$ cat config.mk
export PLATFORM = sky130hd
export DESIGN_NAME = rc4_mem_handler
export DESIGN_NICKNAME = d
export VERILOG_FILES = /design/src/rtl/rc4_mem_handler.sv
export SDC_FILE = /design/constraint.sdc
export NUM_CORES = 1
export LEC_CHECK = 0
export ABC_CLOCK_PERIOD_IN_PS = 2280
export BUFFER_PORTS_ARGS = -buffer_cell sky130_fd_sc_hd__buf_4
export CORE_MARGIN = 2
export CORE_UTILIZATION = 36
export DETAILED_ROUTE_END_ITERATION = 8
export PLACE_DENSITY = 0.8
export SLEW_MARGIN = 20
export SYNTH_ARGS = -nofsm -noshare
export SYNTH_HDL_FRONTEND = slang
export SYNTH_SLANG_ARGS = --single-unit
$ cat constraint.sdc
create_clock -name clk -period 2.28 [get_ports clk]
set_input_delay 0.684 -clock clk [delete_from_list [all_inputs] [get_ports clk]]
set_output_delay 0.684 -clock clk [all_outputs]
set_load 0.05 [all_outputs]
$ cat src/rtl/rc4_mem_handler.sv
// Routes the owning RC4 engine (init > shuffle > decrypt) to the S-RAM, decrypted RAM or encrypted ROM.
// Routing is combinational; decrypt read data returns one cycle later. There is no backpressure.
module rc4_mem_handler (
  input  logic       clk,
  input  logic       reset_n,
  input  logic       start_init,
  input  logic       start_shuffle,
  input  logic       start_decrypt,
  input  logic [7:0] data_init,
  input  logic [7:0] data_shuffle,
  input  logic [7:0] data_decrypt,
  input  logic       wren_init,
  input  logic       wren_shuffle,
  input  logic       wren_decrypt,
  input  logic [7:0] address_init,
  input  logic [7:0] address_shuffle,
  input  logic [7:0] address_decrypt,
  input  logic [1:0] mem_sel_init,
  input  logic [1:0] mem_sel_shuffle,
  input  logic [1:0] mem_sel_decrypt,
  output logic [7:0] output_data_shuffle,
  output logic [7:0] output_data_decrypt,
  input  logic [7:0] q,
  output logic       wren,
  output logic [7:0] address,
  output logic [7:0] data,
  output logic       wren_d,
  output logic [7:0] data_d,
  output logic [4:0] address_d,
  input  logic [7:0] q_m,
  output logic [4:0] address_m,
  output logic       conflict
);

  logic [1:0] act_sel;
  logic [7:0] act_addr;
  logic [7:0] act_data;
  logic       act_wren;
  logic       dec_owner;
  logic       multi_start;
  logic [1:0] rd_sel_q;

  always_comb begin
    act_sel   = 2'd0;
    act_addr  = 8'd0;
    act_data  = 8'd0;
    act_wren  = 1'b0;
    dec_owner = 1'b0;
    if (start_init) begin
      act_sel  = mem_sel_init;
      act_addr = address_init;
      act_data = data_init;
      act_wren = wren_init;
    end else if (start_shuffle) begin
      act_sel  = mem_sel_shuffle;
      act_addr = address_shuffle;
      act_data = data_shuffle;
      act_wren = wren_shuffle;
    end else if (start_decrypt) begin
      act_sel   = mem_sel_decrypt;
      act_addr  = address_decrypt;
      act_data  = data_decrypt;
      act_wren  = wren_decrypt;
      dec_owner = 1'b1;
    end
  end

  // Only one memory port is ever driven, so a write can never reach two memories.
  always_comb begin
    address   = 8'd0;
    data      = 8'd0;
    wren      = 1'b0;
    address_d = 5'd0;
    data_d    = 8'd0;
    wren_d    = 1'b0;
    address_m = 5'd0;
    case (act_sel)
      2'd1: begin
        address = act_addr;
        data    = act_data;
        wren    = act_wren;
      end
      2'd2: begin
        address_d = act_addr[4:0];
        data_d    = act_data;
        wren_d    = act_wren;
      end
      2'd3: address_m = act_addr[4:0];
      default: ;
    endcase
  end

  assign multi_start = (start_init & start_shuffle) |
                       (start_init & start_decrypt) |
                       (start_shuffle & start_decrypt);

  always_ff @(posedge clk) begin
    if (!reset_n) begin
      rd_sel_q <= 2'd0;
      conflict <= 1'b0;
    end else begin
      rd_sel_q <= dec_owner ? mem_sel_decrypt : 2'd0;
      conflict <= conflict | multi_start;
    end
  end

  // rd_sel_q lines up with the memories' one-cycle read latency.
  always_comb begin
    case (rd_sel_q)
      2'd1:    output_data_decrypt = q;
      2'd3:    output_data_decrypt = q_m;
      default: output_data_decrypt = 8'h00;
    endcase
  end

  assign output_data_shuffle = q;

endmodule

==> results of run 1 <==
through the flow:
stage	instance area [µm²]	std cells	hold WS (ns)	util, %
3_5_place_dp	2880	352	0.455	85.7
3_3_place_gp	2880	352	0.451	85.7
2_1_floorplan	1660	160	0.745	-
logic make-up after synthesis:
kind of cell    Yosys count  synth area share (%)
compound gates           28                  22.6
buf+inv                  30                  16.5
flops                     3                  4.72
mux                       8                  6.29
simple gates             91                  49.9
==> qor.yml, run 1 <==
synth_top_area_share_pct: 10.3
synth.most_common_cell: "nor3_1"
yosys-top-cells-area: "and3b_1, nor3_1, nor3_2, and2_1, nand2b_1"
post-dp-hpwl_um: 4380
yosys-top-cells-count: "nor3_1, and3b_1, and2_1, nand2b_1, nor3_2"
ctsResizeCount: 82
synth.avg_cell_area_um2: 7.96
error_line: "[ERROR DPL-0038] Utilization greater than 100%, impossible to legalize"
die-height_um: 63.5
num_rows: 21
clock_path_buffers: 2
clock_sinks: 3
htree_num_levels: 1
yosysSeqAreaShare_pct: 4.72
port_buffers: 130
gp_congestion: 0.861
synth-seq-cells: 3
outcome: "stopped before the end"
cts.root.buffer_cell: "clkbuf_4"
yosys.area.top_type: "and3b_1"
start_util_pct: 37.9
die_width_um: 63.5
synth_edf_count: 0
hold_buffers: 0
async_flop_share_pct: 0
synth-main-ff-cell: "dfxtp_1"
ios: 131
pre_cts_slack_ns: -0.326
ys_warn_count: 0
synth.distinct_cells: 29
cts_buffers: 3
syn_area_mm2: 0.00127
syn-num-nets: 238
postCtsSetupBuffers: 9
synthCells: 160
haltStage: "clock tree synthesis"
==> inputs of run 2 (changes only) <==
CORE_AREA = 2 2 63 65   (was default)
CORE_MARGIN = default   (was 2)
CORE_UTILIZATION = default   (was 36)
DIE_AREA = 0 0 65 67   (was default)
PLACE_DENSITY = default   (was 0.8)
PLACE_DENSITY_LB_ADDON = 0.15   (was default)
==> qor.yml, run 2 <==
yosysSeqAreaShare_pct: 4.72
yosys-top-cells-count: "nor3_1, and3b_1, and2_1, nand2b_1, nor3_2"
synth.distinct_cells: 29
largest_reg_flops: 2
synth-seq-cells: 3
gp_congestion: 0.738
num_rows: 22
max_stage_delay_ns: 0.30
crit_path_start_kind: "primary input"
port_buffers: 130
critPathCaptureType: "output port"
critPathMaxFanout: 9
drc: 0
crit_path_top_delay_cell: "a22o_4"
grt.busiest_layer: "met2"
yosys.area.top_type: "and3b_1"
post-dp-hpwl_um: 4260
grt_util_met1_pct: 34.7
worstPathCellList: "buf_12 > nand3b_4 > a22o_4 > buf_12 > nor3_4 > buf_6"
swShare_pct: 48.3
outcome: "finished, violations left"
p_sw_uw: 551
yosys-top-cells-area: "and3b_1, nor3_1, nor3_2, and2_1, nand2b_1"
overflow: 0
drt_wl_total_um: 7550
r2r_slack_ns: 1.70
drv_cap: 0
cp_data_arrival_time_ns: 1.87
fmax_mhz: 392
required_ns: 1.60
grt_pass1_vias: 1937
area_growth_pct: 160
n_antenna_cell: 0
die-height_um: 67
cts.root.buffer_cell: "clkbuf_8"
finalSetupViolations: 36
layout.area.seq_um2: 60.1
ios: 131
vias: 1936
multi_input_area_mm2: 0.00149
crit_type: "primary input to output port"
violations: "negative setup slack"
layout_min_cycle_time_ns: 2.55
grt_max_degree: 22
synth.most_common_cell: "nor3_1"
die_area_mm2: 0.00436
cts_tree: "done"
power.share.clock_pct: 13.6
ys_warn_count: 0
grtUsageTotal_pct: 29.9
crit_end: "data[3]"
mostFrequentLayoutCells: "buf_4, buf_6, nor3_4, and2_1"
syn-num-nets: 238
vias_per_cell: 5.41
ir_drop_uv: 396
detail-route-antenna-nets: 0
use_met3_pct: 3.89
antenna_found_initial: 0
layout-drive-gt1-share_pct: 76.5
cp_num_cells: 6
slew_viol_final: 0
layout_setup_ws_ns: -0.270
die_width_um: 65
pre_cts_slack_ns: -0.311
power_density_mw_per_mm2: 345
fillers: 144
synthCells: 160
p_leak_nw: 1.53
grt_pass1_wl_um: 9870
crit_family: "buffers and inverters"
syn_area_mm2: 0.00127
final_common_cell: "buf_4"
clk_pin_slew_ns: 0.03
drtIter0Drc: 85
cts_buffers: 3
holdPathStages: 1
combPwrFrac_pct: 81.4
tightest_slew_ns: 0.475
grt_util_met2_pct: 56.6
r2r_cells: 1
nNetsFinal: 389
cp_common_cell: "buf_12"
reg2reg_from: "conflict"
clock_sinks: 3
relSlewSlack_pct: 68.3
final_core_util_pct: 91.8
synth_edf_count: 0
rr_endpoint: "conflict"
reg.largest.list: "rd_sel_q: 2 flops, conflict: 1 flops"
synth_top_area_share_pct: 10.3
path_buf_inv: 3
skew_ns: 0
seqPwrFrac_pct: 5.0
p_int_uw: 591
wire_per_inst_um: 21.1
rsz0062_at_grt: "true"
synth-main-ff-cell: "dfxtp_1"
htree_num_levels: 1
clock_latency_ns: 0.21
drt_pass1_iterations: 4
synth.avg_cell_area_um2: 7.96
clock_path_buffers: 2
hold_violations: 0
async_flop_share_pct: 0
regMostFlops: "rd_sel_q"
hold_start: "conflict"
startpoint: "start_shuffle"
post-route-period-util_pct: 112
hold_path.class: "flop to flop"
core_area_mm2: 0.00361
start_util_pct: 35.3
-- run 2: cell counts after synthesis --
Identical to the previous run, type by type.
-- run 2: logic make-up after synthesis --
kind of cell / count (synthesis) / share of synthesized area (%)
AOI/OAI and AO/OA: 28 / 22.6
buffers and inverters: 30 / 16.5
DFF: 3 / 4.72
muxes: 8 / 6.29
and+or+nand+nor: 91 / 49.9
-- run 2: per-stage QoR --
stage	total power, mW	setup TNS [ns]	hold WS, ns	cell area, µm²	std cells
6_report	1.14	-7.72	0.460	3310	358
5_1_grt	1.19	-9.05	0.498	3310	358
4_1_cts	1.08	-7.26	0.463	3180	358
3_5_place_dp	0.851	-10.04	0.460	2870	350
3_3_place_gp	0.842	-9.14	0.448	2870	350
2_1_floorplan	0.569	-10.82	0.745	1660	160
-- run 2: final cells by class --
class | count | area share, %
timing repair buffer | 171 | 49.6
multi-input combinational | 127 | 44.9
sequential | 3 | 1.81
tap | 48 | 1.81
clock buffer | 4 | 1.36
inverter | 5 | 0.567
-- run 2: layer usage --
| metal | vias to the layer above | part of all wire, % |
|---|---|---|
| li1 | 881 | - |
| met1 | 917 | 37 |
| met2 | 106 | 51 |
| met3 | 32 | 6.1 |
| met4 | 0 | 5.7 |
| met5 | - | 0 |
-- run 2: timing repair --
item                                    4_1_cts  5_1_grt
pin swaps                                     4       11
endpoints found under the setup margin       36       36
buffers inserted                              4        1
cloned                                        1        1
resized for setup                            54       21
hold buffers                                  0        0
-- run 2: power by group through the flow --
stage | Sequential, mW | Clock (mW) | Combinational, mW
floorplan | 0.0620 | 0 | 0.507
global placement | 0.0579 | 0 | 0.784
detailed placement | 0.0580 | 0 | 0.793
CTS | 0.0572 | 0.159 | 0.866
global route | 0.0577 | 0.165 | 0.965
finish | 0.0574 | 0.156 | 0.930
-- run 2: how the worst min path moves through the flow --
stage,to,slack [ns]
after global routing,conflict,0.50
after detailed placement,conflict,0.46
after global placement,conflict,0.45
after CTS,conflict,0.46
after floorplan,conflict,0.75
final,conflict,0.46
No activity file was read; power rests on OpenSTA's default activity.
==> inputs of run 3 (changes only) <==
--- a/constraint.sdc
+++ b/constraint.sdc
@@ -3,2 +3,2 @@
 set_output_delay 0.684 -clock clk [all_outputs]
-set_load 0.05 [all_outputs]
+set_load 0.005 [all_outputs]
==> qor.yml, run 3 (same netlist as run 2, synthesis figures left out) <==
outcome: "finished, violations left"
violations: "negative setup slack"
largest_reg_flops: 2
hold_buffers: 0
antenna_found_initial: 0
reg.largest.list: "rd_sel_q: 2 flops, conflict: 1 flops"
drt_wl_total_um: 6470
placed_cell_area_mm2: 0.00233
hold_violations: 0
overflow: 0
hold_path.class: "flop to flop"
dp.cells: 334
rsz0062_at_grt: "true"
vias_per_cell: 5.36
path_buf_inv: 3
ios: 131
clock_latency_ns: 0.22
fmax_mhz: 392
final_core_util_pct: 83.6
crit_path_start_kind: "primary input"
final_cells: 354
cts.root.buffer_cell: "clkbuf_8"
final.setup.tns_ns: -7.06
cts_tree: "done"
pre_cts_slack_ns: -0.323
drv_cap: 0
num_rows: 22
post-dp-hpwl_um: 3770
clk_pin_slew_ns: 0.03
ir_drop_uv: 152
drc: 0
tightest_slew_ns: 0.474
timing.hold.ws_ns: 0.492
post-route-period-util_pct: 112
grtUsageTotal_pct: 25.5
cts_buffers: 3
slew_viol_final: 0
gp_congestion: 0.728
drtIter0Drc: 65
mostFrequentLayoutCells: "buf_4, nor3_4, nor3_2"
layout_min_cycle_time_ns: 2.55
final_common_cell: "buf_4"
htree_num_levels: 1
layout_setup_ws_ns: -0.268
vias: 1897
area_growth_pct: 137
total_power_uw: 844
core_area_mm2: 0.00361
max_stage_delay_ns: 0.34
die_width_um: 65
layout-drive-gt1-share_pct: 74.2
fillers: 223
power_density_mw_per_mm2: 280
crit_path_top_delay_cell: "a22o_4"
finalSetupViolations: 36
wire_per_inst_um: 18.3
n_antenna_cell: 0
die_area_mm2: 0.00436
drt_pass1_iterations: 4
nNetsFinal: 385
port_buffers: 130
required_ns: 1.60
skew_ns: 0
crit_family: "simple AND/OR/NAND/NOR gates"
clock_sinks: 3
regMostFlops: "rd_sel_q"
detail-route-antenna-nets: 0
critPathMaxFanout: 6
relSlewSlack_pct: 68.4
die-height_um: 67
clock_path_buffers: 2
crit_type: "primary input to output port"
cp_data_arrival_time_ns: 1.86
grt_max_degree: 23
grt_pass1_wl_um: 8740
final_area_mm2: 0.00302
p_leak_nw: 1.41
critPathCaptureType: "output port"
grt_pass1_vias: 1840
start_util_pct: 35.3
worstPathCellList: "buf_12 > nand3b_1 > a22o_4 > buf_6 > nor3_2 > buf_4"
run 3: power breakdown:
group          internal [mW]  switching (mW)  total, mW
logic                  0.349           0.282      0.631
clock network          0.119          0.0362      0.156
registers             0.0550         0.00268     0.0577
run 3: final timing paths:
path | start | to | slack (ns) | depth (start not counted)
worst min-delay path | conflict | conflict | 0.49 | 1
worst max-delay path | start_shuffle | data_d[0] | -0.27 | 6
worst max register to register | conflict | conflict | 1.68 | 1
worst min register to register | conflict | conflict | 0.49 | 1
run 3: layout make-up:
| type | instances | area (µm²) | area share, % |
|---|---|---|---|
| Clock buffer | 4 | 45.0 | 1.49 |
| Inverter | 5 | 18.8 | 0.622 |
| Multi-Input combinational cell | 130 | 1430 | 47.6 |
| Sequential cell | 3 | 60.1 | 1.99 |
| Tap cell | 48 | 60.1 | 1.99 |
| Timing Repair Buffer | 164 | 1400 | 46.3 |
run 3: timing repair:
item	CTS	global route
gates cloned	4	3
setup endpoints to repair	36	36
buffers inserted	6	3
gates resized for setup	42	40
pin swaps	18	29
endpoints found under the hold margin	0	0
run 3: metal layers:
layer  up-vias  share of wire, %  GRT usage, %
met5         -                 0             0
li1        879                 -             -
met1       912                35          27.1
met3        14               6.6          3.72
met2        92                56          50.8
met4         0               2.3          8.24
==> inputs of run 4 (changes only) <==
ABC_CLOCK_PERIOD_IN_PS = 2500   (was 2280)
CORE_AREA = 5 5 66 68   (was 2 2 63 65)
DIE_AREA = 0 0 71 73   (was 0 0 65 67)
clock period = 2.5 ns   (was 2.28 ns; I/O delays follow)
==> qor.yml, run 4 (same netlist as run 2, synthesis figures left out) <==
path_buf_inv: 3
drt_wl_total_um: 5320
total_power_uw: 689
p_leak_nw: 1.29
layout-drive-gt1-share_pct: 71.2
skew_ns: 0
post-dp-hpwl_um: 4040
cts.root.buffer_cell: "clkbuf_8"
layout_min_cycle_time_ns: 2.58
grt_pass1_vias: 1661
critPathMaxFanout: 19
grt_max_degree: 21
largest_reg_flops: 2
crit_type: "primary input to output port"
ios: 131
fillers: 328
critPathCaptureType: "output port"
start_util_pct: 33.5
layout.area.seq_um2: 60.1
n_antenna_cell: 0
power_density_mw_per_mm2: 251
power.share.clock_pct: 20.6
mostFrequentLayoutCells: "buf_4, nor3_2, and3b_1, and2_1, nand2b_1"
crit_path_top_delay_cell: "a22o_1"
num_rows: 23
final_area_mm2: 0.00274
area_growth_pct: 115
fmax_mhz: 388
placed_cell_area_mm2: 0.00235
combPwrFrac_pct: 71.9
crit_path_start_kind: "primary input"
drtIter0Drc: 74
rsz0062_at_grt: "true"
dr_wl_met3_um: 373
slew_viol_final: 0
antenna_found_initial: 0
final_common_cell: "buf_4"
cp_data_arrival_time_ns: 1.83
wl_met1_um: 2070
clock_path_buffers: 2
drv_cap: 0
htree_num_levels: 1
die_width_um: 71
p_int_uw: 440
hold_start: "conflict"
outcome: "finished, violations left"
vias: 1684
postCtsSetupBuffers: 0
cts_buffers: 3
hold_path.class: "flop to flop"
violations: "negative setup slack"
worstPathCellList: "buf_8 > nand3b_1 > a22o_1 > buf_12 > nor3_2 > buf_4"
grt_pass1_wl_um: 7470
max_stage_delay_ns: 0.25
regMostFlops: "rd_sel_q"
ir_drop_uv: 248
topRoutingLayerUsed: "met4"
grtUsageTotal_pct: 17.5
gp_congestion: 0.813
die-height_um: 73
clock_sinks: 3
nNetsFinal: 371
final_core_util_pct: 72.2
overflow: 0
drc: 0
layout_setup_ws_ns: -0.0778
p_sw_uw: 249
relSlewSlack_pct: 69.3
reg2reg_from: "conflict"
detail-route-antenna-nets: 0
clock_latency_ns: 0.21
reg.largest.list: "rd_sel_q: 2 flops, conflict: 1 flops"
clk_pin_slew_ns: 0.03
drt_pass1_iterations: 4
cts_tree: "done"
core_area_mm2: 0.00380
seqPwrFrac_pct: 7.6
wire_per_inst_um: 15.6
tightest_slew_ns: 0.460
crit_family: "buffers and inverters"
pre_cts_slack_ns: -0.123
startpoint: "start_shuffle"
swShare_pct: 36.2
die_area_mm2: 0.00518
required_ns: 1.75
multi_input_area_mm2: 0.00129
dr_wl_met2_um: 2840
port_buffers: 130
finalSetupViolations: 32
hold_violations: 0
post-route-period-util_pct: 103
timing.hold.ws_ns: 0.466
vias_per_cell: 4.92
## run 4: power by group through the flow
| stage | combinational (mW) | clock (mW) | sequential (mW) |
|---|---|---|---|
| 2_1_floorplan | 0.190 | 0 | 0.0519 |
| 4_1_cts | 0.443 | 0.147 | 0.0523 |
| 5_1_grt | 0.529 | 0.153 | 0.0526 |
| 3_5_place_dp | 0.408 | 0 | 0.0529 |
| 6_report | 0.495 | 0.142 | 0.0523 |
| 3_3_place_gp | 0.403 | 0 | 0.0530 |
## run 4: cell type report
| class | instances | area share, % |
|---|---|---|
| Multi-Input combinational cell | 128 | 47.0 |
| Inverter | 5 | 0.684 |
| Tap cell | 50 | 2.28 |
| Sequential cell | 3 | 2.19 |
| Timing Repair Buffer | 152 | 46.2 |
| Clock buffer | 4 | 1.64 |
## run 4: path summary, 6_finish.rpt
check | to | slack, ns | cells past startpoint
setup / recovery | data_d[4] | -0.08 | 6
hold reg to reg | conflict | 0.47 | 1
setup reg to reg | conflict | 1.92 | 1
hold / removal | conflict | 0.47 | 1
## run 4: per-stage QoR
stage	setup TNS (ns)	cells
2_1_floorplan	0	160
3_3_place_gp	-1.43	336
3_5_place_dp	-1.74	336
4_1_cts	-0.153	340
5_1_grt	-2.58	342
6_report	-0.828	342
## run 4: routing by layer
layer	vias to the layer above	global-route usage, %
met5	-	0
met4	0	2.92
met3	4	3.86
met2	60	33.6
met1	777	19.9
li1	843	-
## run 4: what timing repair did
| item | CTS | global route |
|---|---|---|
| pin swaps | 2 | 7 |
| endpoints found under the setup margin | 36 | 36 |
| gates cloned | 0 | 2 |
| endpoints found under the hold margin | 0 | 0 |
| hold buffers | 0 | 0 |
| gates resized for setup | 31 | 23 |
